File: src/rtl/rv32i_hazard_ctrl.sv
// rtl/rv32i_hazard_ctrl.sv - RV32I hazard, operand-forwarding and redirect-flush controller
//
// Ports:
//   clk, reset                    clock, synchronous active-high reset
//   id_valid/rs1/rs2/use_rs1/use_rs2/rd/we/is_load
//                                 instruction currently in decode
//   ex_redirect                   taken branch/jump resolved in EX
//   rf_a, rf_b                    register-file read data
//   stage_data                    stage k result at [k*XLEN +: XLEN] (0=EX, 1=DM, 2=WB)
//   op_a, op_b                    forwarded operands
//   fwd_sel_a, fwd_sel_b          0 = register file, k+1 = stage k
//   stall                         hold PC and IF/ID
//   kill_id                       turn decode into a bubble
//   stall_cnt, flush_cnt          saturating event counters
module rv32i_hazard_ctrl #(
  parameter int XLEN         = 32,
  parameter int RA_W         = 5,
  parameter int FWD_STAGES   = 3,
  parameter int LOAD_LAT     = 1,
  parameter int FLUSH_CYCLES = 2,
  parameter int CNT_W        = 16,
  parameter int SEL_W        = $clog2(FWD_STAGES + 1)
) (
  input  logic                       clk,
  input  logic                       reset,
  input  logic                       id_valid,
  input  logic [RA_W-1:0]            id_rs1,
  input  logic [RA_W-1:0]            id_rs2,
  input  logic                       id_use_rs1,
  input  logic                       id_use_rs2,
  input  logic [RA_W-1:0]            id_rd,
  input  logic                       id_we,
  input  logic                       id_is_load,
  input  logic                       ex_redirect,
  input  logic [XLEN-1:0]            rf_a,
  input  logic [XLEN-1:0]            rf_b,
  input  logic [FWD_STAGES*XLEN-1:0] stage_data,
  output logic [XLEN-1:0]            op_a,
  output logic [XLEN-1:0]            op_b,
  output logic [SEL_W-1:0]           fwd_sel_a,
  output logic [SEL_W-1:0]           fwd_sel_b,
  output logic                       stall,
  output logic                       kill_id,
  output logic [CNT_W-1:0]           stall_cnt,
  output logic [CNT_W-1:0]           flush_cnt
);

  // Flush counter only needs to hold FLUSH_CYCLES-1; keep at least one bit.
  localparam int FL_W = (FLUSH_CYCLES > 2) ? $clog2(FLUSH_CYCLES) : 1;

  logic [FWD_STAGES-1:0] t_v;
  logic [FWD_STAGES-1:0] t_we;
  logic [FWD_STAGES-1:0] t_ld;
  logic [RA_W-1:0]       t_rd [FWD_STAGES];
  logic [FL_W-1:0]       fl_ctr;

  logic [FWD_STAGES-1:0] match_a;
  logic [FWD_STAGES-1:0] match_b;
  logic [SEL_W-1:0]      sel_a_c;
  logic [SEL_W-1:0]      sel_b_c;
  logic [XLEN-1:0]       op_a_c;
  logic [XLEN-1:0]       op_b_c;
  logic                  load_use;
  logic                  kill_c;

  always_comb begin
    match_a  = '0;
    match_b  = '0;
    load_use = 1'b0;
    for (int k = 0; k < FWD_STAGES; k++) begin
      match_a[k] = t_v[k] & t_we[k] & (t_rd[k] == id_rs1) & (id_rs1 != '0) & id_use_rs1 & id_valid;
      match_b[k] = t_v[k] & t_we[k] & (t_rd[k] == id_rs2) & (id_rs2 != '0) & id_use_rs2 & id_valid;
      if ((match_a[k] | match_b[k]) & t_ld[k] & (k < LOAD_LAT))
        load_use = 1'b1;
    end
  end

  // Scan oldest to youngest so the youngest matching producer is the final winner.
  always_comb begin
    sel_a_c = '0;
    sel_b_c = '0;
    op_a_c  = rf_a;
    op_b_c  = rf_b;
    for (int k = FWD_STAGES - 1; k >= 0; k--) begin
      if (match_a[k]) begin
        sel_a_c = SEL_W'(k + 1);
        op_a_c  = stage_data[k*XLEN +: XLEN];
      end
      if (match_b[k]) begin
        sel_b_c = SEL_W'(k + 1);
        op_b_c  = stage_data[k*XLEN +: XLEN];
      end
    end
  end

  assign kill_c = ex_redirect | (fl_ctr != '0);

  // Outputs are forced to their idle values while reset is held.
  always_comb begin
    kill_id   = ~reset & kill_c;
    stall     = ~reset & ~kill_c & load_use;
    fwd_sel_a = reset ? '0 : sel_a_c;
    fwd_sel_b = reset ? '0 : sel_b_c;
    op_a      = reset ? rf_a : op_a_c;
    op_b      = reset ? rf_b : op_b_c;
  end

  always_ff @(posedge clk) begin
    if (reset) begin
      t_v       <= '0;
      fl_ctr    <= '0;
      stall_cnt <= '0;
      flush_cnt <= '0;
    end else begin
      for (int k = FWD_STAGES - 1; k > 0; k--) begin
        t_v[k]  <= t_v[k-1];
        t_we[k] <= t_we[k-1];
        t_ld[k] <= t_ld[k-1];
        t_rd[k] <= t_rd[k-1];
      end
      // A stalled or killed decode slot enters EX as a bubble.
      t_v[0]  <= id_valid & ~stall & ~kill_id;
      t_we[0] <= id_we;
      t_ld[0] <= id_is_load;
      t_rd[0] <= id_rd;

      if (ex_redirect)
        fl_ctr <= FL_W'(FLUSH_CYCLES - 1);
      else if (fl_ctr != '0)
        fl_ctr <= fl_ctr - FL_W'(1);

      if (stall && (stall_cnt != '1))
        stall_cnt <= stall_cnt + CNT_W'(1);
      if (kill_id && (flush_cnt != '1))
        flush_cnt <= flush_cnt + CNT_W'(1);
    end
  end

endmodule

File: config.mk
export PLATFORM = sky130hd
export DESIGN_NAME = rv32i_hazard_ctrl
export DESIGN_NICKNAME = d
export VERILOG_FILES = /design/src/rtl/rv32i_hazard_ctrl.sv
export SDC_FILE = /design/constraint.sdc
export NUM_CORES = 1
export LEC_CHECK = 0
export CAP_MARGIN = 10
export CORE_MARGIN = 8
export CORE_UTILIZATION = 43
export DETAILED_ROUTE_END_ITERATION = 6
export PLACE_DENSITY = 0.88
export SYNTH_ARGS = -nofsm -noshare
export SYNTH_HDL_FRONTEND = slang
export SYNTH_SLANG_ARGS = --single-unit
File: constraint.sdc
create_clock -name clk -period 6 [get_ports clk]
set_input_delay 0.9 -clock clk [delete_from_list [all_inputs] [get_ports clk]]
set_output_delay 0.9 -clock clk [all_outputs]
set_load 0.05 [all_outputs]
* Word-level counts from Yosys, hierarchy flattened *
Memory sizes are Yosys's and may differ from the RTL's.
Index checks and enable logic that the tools add are counted.

word-level totals
  memory bits (writable) = 15
  memories kept = 1
  bits in read-only memories = 0
  flip-flop bits (word level) = 40
  output and inout bits = 102
  latch bits = 0
  logic and storage cells = 81

cells by class
  reduce and logical (&&, ||, !) cells = 4
  div/mod/pow operators = 0
  muxes and demuxes = 20
  equal/unequal tests = 8
  bitwise logic cells = 39
  add/subtract/negate cells = 3
  shift-type cells = 0
  multiply operators = 0
  $lt $le $gt $ge = 0

memories
  name  depth  width  rd ports  clocked after Yosys merged registers in  write ports  line  source
  t_rd  3      5      3         0                                        3            54    logic [RA_W-1:0] t_rd [FWD_STAGES];

operators by type and width
  operator               number
  $mux 32                8
  $and 1x1->1            33
  $add 16x1->16 const B  2
  $ne 16x16->1 const B   2
  $eq 5x5->1             6
  $mux 2                 8
  $reduce_bool 5->1      2
  $mux 1                 4
  $not 1->1              4
  $logic_and 1x1->1      2
  $or 1x1->1             2
  $sub 1x1->1 const B    1

* Logic depth before layout (Yosys ltp) *
  depth in word-level cells = 12
  depth in mapped cells = 9
  depth with buffers taken out = 7

* Worst setup path after synthesis *
Ideal clock, no wire load.

  path kind = input to output
  start point = in id_rs2[0]
  end point = out op_b[24]
  slack = 1.912 ns
  data arrival time = 3.188 ns
  data required time = 5.100 ns
  cell stages on the path = 8
  path through = buf_6 xnor2_2 nand4_2 nor4_4 nand2b_1 buf_4 o221ai_1 a22oi_1

between the ends
  word-level cells in the longest chain between the ends = 9
  elaborated cells on any way between the ends = 20
  those cells by class = eq/ne (3); mux (4); bitwise (12); reduce/logical (1)

ends and longest elaborated chain
  element                    line  source
  from (decl)                28    input logic [RA_W-1:0] id_rs2,
  $eq 5x5->1                 72    match_b[k] = t_v[k] & t_we[k] & (t_rd[k] == id_rs2) & (id_rs2 != '0) & id_use_rs2 & id_valid;
  $and 1x1->1 (4 in series)  72
  $mux 32 (2 in series)      89    if (match_b[k]) begin
  $mux 32 (*)                89
  $mux 32 (*)                105   op_b = reset ? rf_b : op_b_c;
  to (decl)                  39    output logic [XLEN-1:0] op_b,

Every way passes the cells marked *; elsewhere a longest branch is shown, timed or not.

* Worst setup path in the final report *
  start point = in id_rs1[1]
  end point = out op_a[29]

between the ends
  word-level cells in the longest chain between the ends = 9
  elaborated cells on any way between the ends = 20
  those cells by class = eq/ne (3); mux (4); bitwise (12); reduce/logical (1)

ends and longest elaborated chain
  element                    line  source
  from (decl)                27    input logic [RA_W-1:0] id_rs1,
  $eq 5x5->1                 71    match_a[k] = t_v[k] & t_we[k] & (t_rd[k] == id_rs1) & (id_rs1 != '0) & id_use_rs1 & id_valid;
  $and 1x1->1 (4 in series)  71
  $mux 32 (2 in series)      85    if (match_a[k]) begin
  $mux 32 (*)                85
  $mux 32 (*)                104   op_a = reset ? rf_a : op_a_c;
  to (decl)                  38    output logic [XLEN-1:0] op_a,

Marked as above.

==> qor.yml <==
synthesis:
  seq_area_frac_synth_pct: 25.3
  yosysWarnings: 0
  synthArstFlopShare_pct: 0
  synth_area_sq_um: 5100
  synthTopCellsByCount: "nand2_1, mux2i_1, a22oi_1"
  synthFlopType: "dfxtp_1"
  syn-mean-instance-area_sq_um: 8.38
  synth-edff-count: 19
  yosysTopAreaCell: "dfxtp_1"
  yosysMostFrequentCell: "nand2_1"
  syn_nets: 794
  synth-seq-cells: 55
  ys_types: 51
  synth_area_leaders: "dfxtp_1, mux2i_1, edfxtp_1"
  synth_top_area_share_pct: 14.1
  postSynthCellCount: 609
clock_tree:
  cts_root_buf: "clkbuf_16"
  postCtsHoldBufs: 0
  insertion_delay_ns: 0.30
  cts_max_path_buffers: 2
  cts-resized-gates: 0
  cts.sinks: 55
  path_clk_slew_ns: 0.07
  htree_num_levels: 2
  post_cts_buffers: 0
  cts_tree: "yes"
  cts_made_buffers: 5
floorplan:
  die_w_um: 125
  die_h_um: 125
  ios: 285
  coreArea_sq_um: 11500
  rows: 39
  start_util_pct: 44.3
  die-area_sq_um: 15600
critical_path:
  cp.arrival_ns: 4.28
  end_kind: "output port"
  required_ns: 5.10
  crit_type: "in2out"
  start_kind: "input port"
  cp_max_fo: 19
cells_and_area:
  layout-drive-gt1-share_pct: 9.46
  finalNonFillerCells: 1010
  num_antenna_cells: 0
  nets: 1051
  synthToLayoutAreaGrowth_pct: 58.1
  fillers: 883
  stdcell_area_sq_um: 8070
routing:
  vias_per_cell: 6.12
  initialDrtViolationCount: 724
  first_pass_iters: 5
  routedWlPerCell_um: 22.8
  routed_wl_um: 23100
  route.detailed.drc: 0
  num_vias: 6186
  postRouteAntennaNets: 0
timing:
  holdWs_ns: 0.501
  relSlewSlack_pct: 25.7
  clock.fmax_ghz: 0.193
  finClkSkew_ns: 0.00650
  hold_violations: 0
  period_share_pct: 86.4
  tns_ns: 0
  tightestPinTransition_ns: 1.11
  grt_setup_unrepaired: "false"
  finalSetupViolations: 0
  period_needed_ns: 5.18
  slew_viol_final: 0
grt:
  gr-usage-all-layers_pct: 27.9
  grt_max_degree: 69
  grt_pass1_wl_um: 35700
  grt_pass1_vias: 6251
  grt_remaining_overflow: 0
  antenna_found_initial: 0
placed_design:
  port_buffers: 284
  dp_cells: 1002
  hpwl_um: 18000
  gp_congestion: 0.966
  dpl_cell_area_sq_um: 7900
power_and_ir_drop:
  power.total_w: 0.00123
  cellLeakagePower_nw: 3.27
  switching_share_pct: 34.9
  p_per_area_nw_per_um2: 153
  seq_power_share_pct: 33.4
  p_int_w: 0.000804
  p_switching_w: 0.000431
  combinationalPowerShare_pct: 40.6
  ir_drop_uv: 187
  pwr-share-clk_pct: 25.9
run:
  cap_violations: 0
hold_path:
  min_path_type: "reg2reg"
status:
  status: "completed"
[final timing paths]
kind,startpoint,end,slack [ns],cells past startpoint
setup reg to reg,t_rd[0][4],stall_cnt[12],3.54,6
hold reg to reg,t_v[1],t_v[2],0.50,1
hold / removal,t_v[1],t_v[2],0.50,1
setup / recovery,id_rs1[1],op_a[29],0.82,8
[layout by cell type (no fill, tap or decap), types with 3 or more instances in the layout]
master,instances
dfxtp_1,36
a22oi_1,64
edfxtp_1,19
o21a_1,23
nor2_1,41
o21ai_1,4
xnor2_1,37
clkbuf_16,6
inv_1,8
o21ai_0,28
nand2_1,77
a211oi_2,3
xor2_1,10
nand4_1,15
nand3_1,14
nor2b_1,7
mux2i_1,65
buf_4,50
nor3_1,11
or4_1,3
a21oi_1,8
or3_1,10
clkdlybuf4s50_1,247
o221ai_1,42
[worst max-delay path, cell delays in order]
cell and delay (ns):
clkdlybuf4s50_1 0.50, or4_4 0.59, o211ai_2 0.28, nor3_1 0.17, nor3_4 0.55, buf_4 0.38
a22oi_1 0.16, clkdlybuf4s50_1 0.74
[logic make-up (layout without fill, tap and decap cells)]
group / after synthesis / count (layout) / share of synthesized area (%)
AND/OR/NAND/NOR: 195 / 195 / 18.8
AO/OA/AOI/OAI: 183 / 183 / 27.3
multiplexers: 68 / 68 / 13.6
buffers and inverters: 58 / 316 / 6.23
flip-flops: 55 / 55 / 25.3
XOR/XNOR: 48 / 48 / 8.38
adder cells (fa/ha/maj): 2 / 2 / 0.490
[power by group through the flow]
stage / Sequential, W / Clock [W] / Combinational (W)
final: 0.000413 / 0.000320 / 0.000501
after global routing: 0.000414 / 0.000340 / 0.000524
after floorplan: 0.000424 / 0 / 0.000250
after global placement: 0.000421 / 0 / 0.000490
after CTS: 0.000413 / 0.000325 / 0.000500
after detailed placement: 0.000421 / 0 / 0.000498
[state kept, by name (all words and copies together), names as in the netlist]
signal     flops
flush_cnt     16
t_rd          15
stall_cnt     16
t_v            3
fl_ctr         1
t_ld           1
t_we           3
[area by class of cell]
class	instances	area, sq um	area share [%]
multi-input combinational	496	3510	43.5
timing repair buffer	299	2890	35.8
sequential	55	1290	16.0
tap	143	179	2.22
clock buffer	6	150	1.86
inverter	9	33.8	0.419
clock inverter	2	17.5	0.217
[through the flow]
| step | utilization [%] | setup slack (ns) |
|---|---|---|
| 5_1_grt | 70.1 | 0.686 |
| 6_report | 70.1 | 0.818 |
| 4_1_cts | 70.1 | 0.801 |
| 2_1_floorplan | - | 1.91 |
| 3_5_place_dp | 68.6 | 0.786 |
| 3_3_place_gp | 68.6 | 0.870 |
[routing by layer]
metal / global-route usage (%) / part of all wire (%) / vias to the layer above
li1: - / - / 2836
met3: 6.54 / 9.3 / 63
met2: 48.6 / 48 / 377
met1: 32.6 / 38 / 2910
met4: 11.0 / 4.0 / 0
met5: 0 / 0 / -
No activity file was read; power rests on OpenSTA's default activity.
